<file path="src/rtl/byte_serializer.sv">
// Byte-to-serial converter: buffers qualified bytes in a small FIFO and shifts
// each one out MSB-first with a valid strobe and a last-bit marker.
module byte_serializer #(
    parameter int DEPTH  = 4,
    parameter int ADDR_W = 2
) (
    input  logic              clk,
    input  logic              reset_n,
    input  logic [7:0]        data_in,
    input  logic              data_en,
    output logic              ser_o,
    output logic              ser_valid,
    output logic              ser_last,
    output logic [ADDR_W:0]   fifo_cnt,
    output logic              overflow,
    output logic              busy
);

    typedef enum logic {
        IDLE  = 1'b0,
        SHIFT = 1'b1
    } state_t;

    localparam logic [ADDR_W:0] FULL_CNT = (ADDR_W+1)'(DEPTH);

    logic [7:0]        mem [DEPTH];
    logic [7:0]        rd_data;

    state_t            state_reg, state_next;
    logic [2:0]        bit_cnt_reg, bit_cnt_next;
    logic [7:0]        byte_reg, byte_next;
    logic              ser_o_reg, ser_o_next;
    logic              ser_valid_reg, ser_valid_next;
    logic              ser_last_reg, ser_last_next;
    logic [ADDR_W-1:0] wr_ptr_reg, wr_ptr_next;
    logic [ADDR_W-1:0] rd_ptr_reg, rd_ptr_next;
    logic [ADDR_W:0]   cnt_reg, cnt_next;
    logic              overflow_reg, overflow_next;

    logic              pop;
    logic              push;

    // A pop frees a slot on the same edge, so a full FIFO still accepts then.
    assign pop     = (cnt_reg != '0) && ((state_reg == IDLE) || (bit_cnt_reg == 3'd7));
    assign push    = data_en && ((cnt_reg != FULL_CNT) || pop);
    assign rd_data = mem[rd_ptr_reg];

    always_comb begin
        state_next     = state_reg;
        bit_cnt_next   = bit_cnt_reg;
        byte_next      = byte_reg;
        ser_o_next     = ser_o_reg;
        ser_valid_next = ser_valid_reg;
        ser_last_next  = ser_last_reg;

        case (state_reg)
            IDLE: begin
                if (pop) begin
                    state_next     = SHIFT;
                    byte_next      = rd_data;
                    bit_cnt_next   = 3'd0;
                    ser_o_next     = rd_data[7];
                    ser_valid_next = 1'b1;
                    ser_last_next  = 1'b0;
                end
            end
            SHIFT: begin
                if (bit_cnt_reg != 3'd7) begin
                    bit_cnt_next  = bit_cnt_reg + 3'd1;
                    ser_o_next    = byte_reg[~bit_cnt_next];
                    ser_last_next = (bit_cnt_reg == 3'd6);
                end else if (pop) begin
                    // Next byte follows immediately with no gap cycle.
                    byte_next      = rd_data;
                    bit_cnt_next   = 3'd0;
                    ser_o_next     = rd_data[7];
                    ser_valid_next = 1'b1;
                    ser_last_next  = 1'b0;
                end else begin
                    state_next     = IDLE;
                    ser_o_next     = 1'b0;
                    ser_valid_next = 1'b0;
                    ser_last_next  = 1'b0;
                end
            end
            default: state_next = IDLE;
        endcase
    end

    always_comb begin
        wr_ptr_next   = wr_ptr_reg;
        rd_ptr_next   = rd_ptr_reg;
        cnt_next      = cnt_reg;
        overflow_next = overflow_reg | (data_en & ~push);

        if (push) begin
            wr_ptr_next = wr_ptr_reg + ADDR_W'(1);
        end
        if (pop) begin
            rd_ptr_next = rd_ptr_reg + ADDR_W'(1);
        end

        case ({push, pop})
            2'b10:   cnt_next = cnt_reg + (ADDR_W+1)'(1);
            2'b01:   cnt_next = cnt_reg - (ADDR_W+1)'(1);
            default: cnt_next = cnt_reg;
        endcase
    end

    always_ff @(posedge clk) begin
        if (!reset_n) begin
            state_reg     <= IDLE;
            bit_cnt_reg   <= 3'd0;
            byte_reg      <= 8'd0;
            ser_o_reg     <= 1'b0;
            ser_valid_reg <= 1'b0;
            ser_last_reg  <= 1'b0;
            wr_ptr_reg    <= '0;
            rd_ptr_reg    <= '0;
            cnt_reg       <= '0;
            overflow_reg  <= 1'b0;
        end else begin
            state_reg     <= state_next;
            bit_cnt_reg   <= bit_cnt_next;
            byte_reg      <= byte_next;
            ser_o_reg     <= ser_o_next;
            ser_valid_reg <= ser_valid_next;
            ser_last_reg  <= ser_last_next;
            wr_ptr_reg    <= wr_ptr_next;
            rd_ptr_reg    <= rd_ptr_next;
            cnt_reg       <= cnt_next;
            overflow_reg  <= overflow_next;
        end
    end

    // Storage carries no reset; the pointers alone define what is valid.
    always_ff @(posedge clk) begin
        if (reset_n && push) begin
            mem[wr_ptr_reg] <= data_in;
        end
    end

    assign ser_o     = ser_o_reg;
    assign ser_valid = ser_valid_reg;
    assign ser_last  = ser_last_reg;
    assign fifo_cnt  = cnt_reg;
    assign overflow  = overflow_reg;
    assign busy      = (state_reg == SHIFT) || (cnt_reg != '0);

endmodule

</file>
<file path="config.mk">
export PLATFORM = sky130hd
export DESIGN_NAME = byte_serializer
export DESIGN_NICKNAME = d
export VERILOG_FILES = /design/src/rtl/byte_serializer.sv
export SDC_FILE = /design/constraint.sdc
export NUM_CORES = 1
export LEC_CHECK = 0
export CAP_MARGIN = 40
export CORE_MARGIN = 1
export CORE_UTILIZATION = 57
export CTS_CLUSTER_DIAMETER = 40
export DETAILED_ROUTE_END_ITERATION = 7
export PLACE_DENSITY_LB_ADDON = 0.2
export SETUP_SLACK_MARGIN = 0.02
export SYNTH_ARGS = -nofsm -noshare
export SYNTH_HDL_FRONTEND = slang
export SYNTH_SLANG_ARGS = --single-unit
</file>
<file path="constraint.sdc">
create_clock -name clk -period 2.87 [get_ports clk]
set_input_delay 0.287 -clock clk [delete_from_list [all_inputs] [get_ports clk]]
set_output_delay 0.287 -clock clk [all_outputs]
set_load 0.01 [all_outputs]
</file>
# Word level (Yosys, flattened, before mapping)
# Memory sizes are Yosys's and may differ from the RTL's. A register that Yosys moved wholly into a read port is not among the register bits.
# Index checks and enable logic that the tools add are counted.
dict set report totals {
  mem_bits_ro 0
  in_bits 11
  latch_bits 0
  out_inout_bits 8
  ramBits 32
  mem_count 1
  register_bits 23
}
# name words width read_ports rd_clocked_by_memory_dff wr line
set mem_list {}
lappend mem_list {mem 4 8 1 1 1 26} ;# logic [7:0] mem [DEPTH];
dict set report classes {
  n_mul 0
  div_mod_pow 0
  n_eq_ne 8
  add_sub_neg 5
  bitwise_logic 5
  reduce_logical 9
  mux 26
  n_lt_le_gt_ge 1
  shifts 0
}
# op count
set op_table {}
lappend op_table {{8-bit two-way mux} 2}
lappend op_table {{8-bit case mux with 2 select lines} 1}
lappend op_table {{1-bit two-way mux} 12}
lappend op_table {{3-bit case mux with 2 select lines} 2}
lappend op_table {{1-bit case mux with 2 select lines} 4}
lappend op_table {{3-bit by 1-bit adder with 3-bit output, second input constant} 2}
lappend op_table {{3-bit == test, second input constant} 2}
lappend op_table {{3-bit two-way mux} 2}
lappend op_table {{3-bit != test, second input constant} 2}
lappend op_table {{2-bit by 1-bit adder with 2-bit output, second input constant} 2}
lappend op_table {{3-bit by 4-bit < comparator with 1-bit output, second input constant} 1}
lappend op_table {{2-bit two-way mux} 2}
lappend op_table {{2-bit != test, second input constant} 2}
lappend op_table {{1-bit binary-select mux with 3-bit select} 1}
lappend op_table {{1-bit logical AND} 3}
lappend op_table {{1-bit logical OR} 3}
lappend op_table {{3-bit inverter} 1}
lappend op_table {{3-bit nonzero test} 1}
lappend op_table {{3-bit by 1-bit subtractor with 3-bit output, second input constant} 1}
lappend op_table {{2-bit by 1-bit == test with 1-bit output, second input constant} 1}
lappend op_table {{2-bit == test, second input constant} 1}
lappend op_table {{1-bit inverter} 2}
lappend op_table {{2-bit AND reduction} 1}
lappend op_table {{2-bit nonzero test} 1}
lappend op_table {{other kinds (2)} 2}

# Longest topological paths before layout
dict set report logic_depth {
  depth_word 8
  ltp_mapped 11
  ltp_nobuf 9
}

# Worst setup path after synthesis
# Ideal clock, no wire load.
dict set report synth_path {
  path_type {reg-to-reg}
  start {reg bit_cnt_reg[0]}
  end {reg cnt_reg[2], in the netlist fifo_cnt[2]}
  path_stages_with_launch 12
  setup_slack_ps 595
  setup_time_ps 120
  n_path_buf 2
  t_arrival_ps 2155
  cell_sequence {dfxtp_1 > ha_1 > ha_1 > nor2b_1 > buf_4 > nor2_4 > buf_6 > nand2_1 > fa_1 > nor3_1 > a211oi_1 > o31a_1}
}
dict set report synth_via {
  elab_chain_len 7
}
# element line
set synth_rtl {}
lappend synth_rtl {{from (decl)} 30} ;# logic [2:0] bit_cnt_reg, bit_cnt_next;
lappend synth_rtl {{from (signal assigned)} 124} ;# bit_cnt_reg <= bit_cnt_next;
lappend synth_rtl {{3-bit == test (*)} 44} ;# assign pop = (cnt_reg != '0) && ((state_reg == IDLE) || (bit_cnt_reg == 3'd7));
lappend synth_rtl {{1-bit logical OR (*)} 44}
lappend synth_rtl {{1-bit logical AND (*)} 44}
lappend synth_rtl {{1-bit logical OR} 45} ;# assign push = data_en && ((cnt_reg != FULL_CNT) || pop);
lappend synth_rtl {{1-bit logical AND} 45}
lappend synth_rtl {{2-bit by 1-bit == test with 1-bit output / 2-bit == test (equally long branches)} 103} ;# case ({push, pop})
lappend synth_rtl {{3-bit case mux with 2 select lines / 2-bit nonzero test (equally long branches)} n/a}
lappend synth_rtl {{to (signal assigned)} 131} ;# cnt_reg <= cnt_next;
lappend synth_rtl {{to (decl)} 37} ;# logic [ADDR_W:0] cnt_reg, cnt_next;
# Every way passes the cells marked *; elsewhere a longest branch is shown, timed or not.
# A chain may end at the register's enable or synchronous reset.

# Worst setup path after layout
# Ends and elaborated chain as after synthesis.

==> impl_metrics.tcl <==
set metrics [dict create \
    status "complete, no violations" \
    wl_met2_um 2040 \
    die-height_um 67.2 \
    largest_reg_flops 32 \
    max_freq_mhz 420 \
    cts-root-buf "clkbuf_8" \
    final_common_cell "edfxtp_1" \
    yosysSeqAreaShare_pct 60.3 \
    ant_nets 0 \
    cts_sinks 57 \
    grt_pass1_vias 1427 \
    vias 1461 \
    layout.cells.non_filler 259 \
    io_buffers 18 \
    n_antenna_cell 0 \
    yosysWarnings 0 \
    final-hold-violation-count 0 \
    clkSlewWorstSetupHoldPaths_ns 0.06 \
    setup_slack_ns 0.489 \
    post_cts_resized 0 \
    cts_buffers 9 \
    ir_drop_mv 0.462 \
    fp.dieW_um 67.2 \
    syn-mean-instance-area_um2 13.2 \
    syn_nets 202 \
    fillers 282 \
    drive_gt1_share_pct 13.4 \
    worstPathRequired_ns 3.09 \
    drt_iter0_drc 69 \
    drt-wirelength-per-cell_um 15.9 \
    dpl.hpwl_um 2760 \
    grt_max_degree 23 \
    placed_area_mm2 0.00262 \
    slew_headroom_pct 53.8 \
    grt_pass1_wl_um 6700 \
    core-area_mm2 0.00403 \
    via_per_inst 5.64 \
    grt_overflow 0 \
    synth_largest_area_cell "edfxtp_1" \
    maxCapViolCount 0 \
    power_mw 2.73 \
    die_area_mm2 0.00451 \
    clockBufferDepth 2 \
    async_flop_share_pct 0 \
    syn2layout_area_growth_pct 15.7 \
    place.gp.congestion 0.821 \
    synth_top_area_share_pct 39.7 \
    grt_setup_unrepaired "no" \
    crit_type "flip-flop to flip-flop" \
    power.leakage_nw 1.00 \
    p_per_area_mw_per_mm2 975 \
    ys_ff_latch 57 \
    syn_area_mm2 0.00242 \
    globalRouteTotalUtil_pct 21.6 \
    multi_input_area_um2 877 \
    antenna_found_initial 0 \
    cts_max_level 3 \
    finalCritPeriodShare_pct 83.0 \
    critPathCaptureType "flip-flop" \
    fin_skew_ns 0.00687 \
    regArea_mm2 0.00146 \
    cp_max_fo 11 \
    post-place-ws_ns 0.496 \
    dr.pass1.iters 4 \
    finalInstanceArea_mm2 0.00280 \
    wl_met1_um 1870 \
    drt-total-wl_um 4120 \
    initial_core_util_pct 60.1 \
    rows 23 \
    route.met3.wl_um 110 \
    worst-endpoint-arrival_ns 2.60 \
    ios 19 \
    hp-class "flip-flop to flip-flop" \
    fin_nets 223 \
    cts_tree "built" \
    slew_violations 0 \
    ys.flop_type "edfxtp_1" \
    synthCells 183 \
    worstMarginPinSlew_ns 0.692 \
    tns_ns 0 \
    layout_common_cells "32 x edfxtp_1, 25 x dfxtp_1, 21 x nand2_1" \
    post_cts_buffers 0 \
    synth_edf_count 32 \
    period_needed_ns 2.38 \
    hold_buffers 0 \
    drc 0 \
    setup_violations 0 \
    synth_cell_types 40 \
    cp-start-kind "flip-flop" \
    synth_area_leaders "edfxtp_1 40%, dfxtp_1 21%, mux4_2 7.4%, ha_1 3.6%, nand2_1 3.3%" \
    clkLatencyLatePin_ns 0.33 \
    top_layer "met4" \
    placedCellCount 243 \
]
[where the power goes]
group	leakage [nW]	total [mW]	internal [mW]	switching [mW]
sequential	0.495	1.16	1.00	0.156
combinational	0.413	0.886	0.424	0.462
clock	0.0918	0.688	0.396	0.292
[cell type report]
| cell class | count | share of cell area, % |
|---|---|---|
| Tap cell | 50 | 2.23 |
| Clock buffer | 12 | 4.82 |
| Sequential cell | 57 | 52.2 |
| Inverter | 9 | 1.21 |
| Clock inverter | 4 | 1.56 |
| Multi-Input combinational cell | 108 | 31.3 |
| Timing Repair Buffer | 19 | 6.70 |
[metrics by stage]
step,utilization [%],hold WS (ns)
3_3_place_gp,65.1,0.446
2_1_floorplan,-,0.386
4_1_cts,69.5,0.454
5_1_grt,69.5,0.472
6_report,69.5,0.455
3_5_place_dp,65.1,0.446
[critical path, stage by stage, from the launching register on]
cell and delay (ns):
dfxtp_1 0.42, ha_1 0.19, ha_1 0.18, nor2b_1 0.08, nor2_4 0.25, nand2_1 0.11
fa_1 0.43, nor3_1 0.29, a211oi_1 0.09, o31a_1 0.24
[path summary, 6_finish.rpt]
check | endpoint | depth (start not counted) | slack [ns] | start
hold / removal | byte_reg[7] | 2 | 0.45 | byte_reg[7]
setup reg to reg | fifo_cnt[2] | 9 | 0.49 | bit_cnt_reg[0]
hold reg to reg | byte_reg[7] | 2 | 0.45 | byte_reg[7]
setup / recovery | fifo_cnt[2] | 9 | 0.49 | bit_cnt_reg[0]
[cell usage after synthesis, types with 3 or more instances]
cell type,n
a21oi_1,13
a31oi_1,3
and3_1,4
buf_2,4
clkbuf_1,3
dfxtp_1,25
edfxtp_1,32
ha_1,7
inv_1,9
mux4_2,8
nand2_1,21
nand3_1,3
nor2_1,16
nor2b_1,3
[layer usage]
metal | global-route usage [%] | vias up
met1 | 27.7 | 707
met3 | 5.07 | 11
met2 | 33.8 | 25
met5 | 0 | -
met4 | 12.0 | 0
li1 | - | 718
[logic make-up after synthesis]
logic type / synth area share (%)
adder cells (fa/ha/maj): 4.44
AND/OR/NAND/NOR: 11.4
AO/OA/AOI/OAI: 8.57
multiplexers: 10.0
buffers and inverters: 3.46
XOR/XNOR: 1.76
flip-flops: 60.3
(Power assumes the default switching activity.)
==> patch 1: new RTL, same settings <==
Put one more register stage on the output `fifo_cnt`. The value now appears one clock later. The other outputs are not delayed to match.
--- a/src/rtl/byte_serializer.sv
+++ b/src/rtl/byte_serializer.sv
@@ -143,7 +143,9 @@
     assign ser_o     = ser_o_reg;
     assign ser_valid = ser_valid_reg;
     assign ser_last  = ser_last_reg;
-    assign fifo_cnt  = cnt_reg;
+    always_ff @(posedge clk) begin
+        fifo_cnt <= cnt_reg;
+    end
     assign overflow  = overflow_reg;
     assign busy      = (state_reg == SHIFT) || (cnt_reg != '0);
 
Function: changed (Yosys sat finds a counterexample within 4 cycles, from zero or initial values and one cycle with reset_n low).
==> patch 1 against the unedited design <==
Synthesized cell count grew 1.6%; global-route usage grew 0.74 points; utilization grew 0.46 points; setup slack lost 0.081 ns; sequential cell count grew 3; cell area grew 2.1%; sequential power grew 5%; count of clock-buffer cells in the layout shrank 3; total power grew 3.7%; wire length grew 4.1%; area after synthesis grew 2.3%; sequential share of layout area grew 1.0 points; clock skew grew 0.0011 ns; largest power group unchanged.
==> patch 1: results (changes against the unedited design) <==
metric,value,unit,change
viasPerCell,5.75,,+2.0%
grt_use_total,22.3,%,+0.74 points
comb_power_share,31.9,%,-0.5 points
r2r-end,cnt_reg[2]$_SDFFE_PN0P_,,
total_power,2.83,mW,+3.7%
grt_pass1_vias,1453,,+1.8%
nFillCells,291,,+3.2%
synth.top_cells.by_count,"edfxtp_1, dfxtp_1, nand2_1, nor2_1, a21oi_1",,
min-delay-start,byte_reg[0]$_SDFFE_PN0P_,,
arrival,2.69,ns,+0.09 ns
clock_skew,0.00792,ns,+0.00105 ns
whs,0.462,ns,+0.00697 ns
grt_pass1_wl,6.81,mm,+1.7%
drt_iter0_drc,165,,+140%
async_reset_ff_share,0,%,unchanged
wirelength,4.29,mm,+4.1%
place.gp.congestion,0.821,,about the same
hold_end,byte_reg[0]$_SDFFE_PN0P_,,
drive_gt1_share,14.6,%,+1.2 points
place_inst,246,,+1.2%
clk_pin_slew_worst_paths,0.07,ns,
cpMaxStageDelayCell,dfxtp_1,,
ir_drop,489,uV,+6.0%
fin_cells,262,,+1.2%
avgSynthCellArea,13.3,sq um,+0.67%
max_slew.worst_pin.slew,0.685,ns,-0.00632 ns
synth_area_leaders,"edfxtp_1, dfxtp_1, mux4_2",,
yosysSeqAreaShare,61.4,%,+1.1 points
placed_cell_area,2680,sq um,+2.1%
post-place-ws,0.508,ns,+0.0117 ns
fin_nets,226,,+1.3%
hpwlAfterDp,2.82,mm,+2.3%
status,finished clean,,
net-switching-power,0.955,mW,+4.8%
leakagePower,1.02,nW,+2.4%
patch 1: cell count changes after synthesis, sizes merged:
cell | unedited run | this run
dfxtp | 25 | 28
patch 1: cell type report:
type / count / area, sq um / share of cell area (%)
well taps: 50 / 62.6 / 2.19
flip-flops and latches: 60 / 1520 / 53.2
multi-input cells: 108 / 873 / 30.5
repair buffers: 19 / 188 / 6.56
inverters: 9 / 33.8 / 1.18
clock inverters: 7 / 57.6 / 2.01
clock buffers: 9 / 124 / 4.33
patch 1: kinds of logic (layout without fill, tap and decap cells):
logic type                 Yosys count  in the layout  share of synthesized area [%]
xor gates and xnor gates             4              4                           1.72
adders and majority gates            8              8                           4.34
DFF                                 60             60                           61.4
AOI/OAI and AO/OA                   30             30                           8.38
muxes                               11             11                           9.64
buffers and inverters               18             44                           3.38
and+or+nand+nor                     55             55                           11.2
patch 1: worst max-delay path by stage:
stage                                         start                 endpoint  slack [ns]  cells after the start
after floorplan           bit_cnt_reg[0]$_SDFF_PN0_  cnt_reg[2]$_SDFFE_PN0P_        0.60                     11
after global placement    bit_cnt_reg[0]$_SDFF_PN0_  cnt_reg[2]$_SDFFE_PN0P_        0.61                      9
after detailed placement  bit_cnt_reg[0]$_SDFF_PN0_  cnt_reg[2]$_SDFFE_PN0P_        0.51                      9
final                     bit_cnt_reg[0]$_SDFF_PN0_  cnt_reg[2]$_SDFFE_PN0P_        0.41                      9
after global routing      bit_cnt_reg[0]$_SDFF_PN0_  cnt_reg[2]$_SDFFE_PN0P_        0.32                      9
after CTS                 bit_cnt_reg[0]$_SDFF_PN0_  cnt_reg[2]$_SDFFE_PN0P_        0.44                      9
patch 1: per-layer routing:
metal,vias up,routed length [microns],global-route usage [%]
met4,0,116,17.7
met1,718,1830,24.7
met3,10,257,7.17
met2,57,2090,35.2
li1,722,-,-
met5,-,0,0
==> patch 2: new RTL, same settings <==
Without the edit above. Set the parameter `ADDR_W` to 1 (it was 2).
--- a/src/rtl/byte_serializer.sv
+++ b/src/rtl/byte_serializer.sv
@@ -2,7 +2,7 @@
 // each one out MSB-first with a valid strobe and a last-bit marker.
 module byte_serializer #(
     parameter int DEPTH  = 4,
-    parameter int ADDR_W = 2
+    parameter int ADDR_W = 1
 ) (
     input  logic              clk,
     input  logic              reset_n,
Interface: changed (resized fifo_cnt); port bits go from 19 to 18. The function was not compared with the original's and may differ.
==> patch 2 against the unedited design <==
Sequential cell count down 20; wire length down 40%; sequential share of layout area is 0.55 points lower; sequential power decreased by 53%; area after synthesis shrank 38%; maximum frequency rose by 8.5%; total power shrank 66%; largest power group unchanged; cell area down 38%; setup slack better by 0.19 ns.
==> patch 2: results (changes against the unedited design) <==
metric,value,unit,change
status,finished clean,,
grtUsageMet3,6.03,%,+0.97 points
vias,987,,-32%
ys_types,32,,-20%
grt_pass1_vias,958,,-33%
cts_buffers,5,,-4
firstDrtPassIters,7,,+3
clock_skew,0.00958,ns,+0.00271 ns
hpwlAfterDp,1.80,mm,-35%
nFillCells,183,,-35%
synth.top_cells.by_count,"dfxtp_1, a21oi_1, edfxtp_1, mux2i_1",,
synth_edf_count,16,,-50%
fin_nets,157,,-30%
clk_pin_slew_worst_paths,0.11,ns,+0.05 ns
drt_iter0_drc,12,,-83%
ir_drop,489,uV,+6.0%
gr-usage-met1,25.3,%,-2.4 points
syn_nets,140,,-31%
path_max_fanout,8,,-3
r2r-end,fifo_cnt[1]$_SDFFE_PN0P_,,
grt_use_total,21.3,%,-0.29 points
arrival,2.47,ns,-0.13 ns
whs,0.484,ns,+0.0287 ns
portBuffers,17,,-1
cts-root-buf,clkbuf_4,,
hold_end,overflow$_SDFF_PN0_,,
yosysSeqAreaShare,59.8,%,-0.58 points
syn_inst,125,,-32%
place.gp.congestion,0.788,,-4.0%
grt_util_met2,33.5,%,-0.21 points
drive_gt1_share,9.09,%,-4.3 points
htree_levels,2,,-1
r2r_slack,0.67,ns,+0.19 ns
reg2regPathDepth,7,,-2
leakagePower,0.562,nW,-44%
-- patch 2: worst max-delay path: stages (launching register included) --
cell and delay (ns):
dfxtp_1 0.48, ha_1 0.20, ha_1 0.20, nor2b_1 0.09, nor2_2 0.30, ha_1 0.33
or3_1 0.37, a21oi_1 0.15
-- patch 2: area by class of cell --
class / count / area (sq um) / area share (%)
well taps: 30 / 37.5 / 2.15
flip-flops and latches: 37 / 901 / 51.6
repair buffers: 18 / 178 / 10.2
clock buffers: 5 / 37.5 / 2.15
inverters: 4 / 15.0 / 0.860
multi-input cells: 76 / 536 / 30.7
clock inverters: 3 / 41.3 / 2.37
-- patch 2: logic make-up after synthesis --
| family | count (synthesis) | synth area share, % |
|---|---|---|
| flops | 37 | 59.8 |
| fa+ha+maj | 4 | 3.32 |
| buf+inv | 12 | 4.73 |
| mux | 11 | 8.22 |
| compound gates | 32 | 13.2 |
| simple gates | 26 | 9.04 |
| xor+xnor | 3 | 1.74 |
-- patch 2: metrics by stage --
step                      cell area (sq um)  worst slack, ns
final                                  1750            0.675
after global routing                   1750            0.520
after CTS                              1750            0.684
after detailed placement               1670            0.709
after global placement                 1670            0.809
after floorplan                        1510            0.954
-- patch 2: report_power, final --
part | internal, mW | switching, mW | total, mW
Combinational | 0.0143 | 0.00935 | 0.0237
Sequential | 0.549 | 0.000438 | 0.549
Clock | 0.180 | 0.174 | 0.354
-- patch 2: worst max path at each step --
stage | slack, ns | cells past startpoint | endpoint
finish | 0.67 | 7 | fifo_cnt[1]$_SDFFE_PN0P_
detailed placement | 0.71 | 7 | fifo_cnt[1]$_SDFFE_PN0P_
CTS | 0.68 | 7 | fifo_cnt[1]$_SDFFE_PN0P_
global placement | 0.81 | 7 | fifo_cnt[1]$_SDFFE_PN0P_
global route | 0.52 | 7 | fifo_cnt[1]$_SDFFE_PN0P_
floorplan | 0.95 | 8 | fifo_cnt[1]$_SDFFE_PN0P_
-- patch 2: metal layers --
layer / wire (microns) / share of wire, % / vias up
met5: 0 / 0 / -
li1: - / - / 495
met1: 1110 / 45 / 469
met2: 1230 / 50 / 16
met3: 67 / 2.7 / 7
met4: 65 / 2.6 / 0
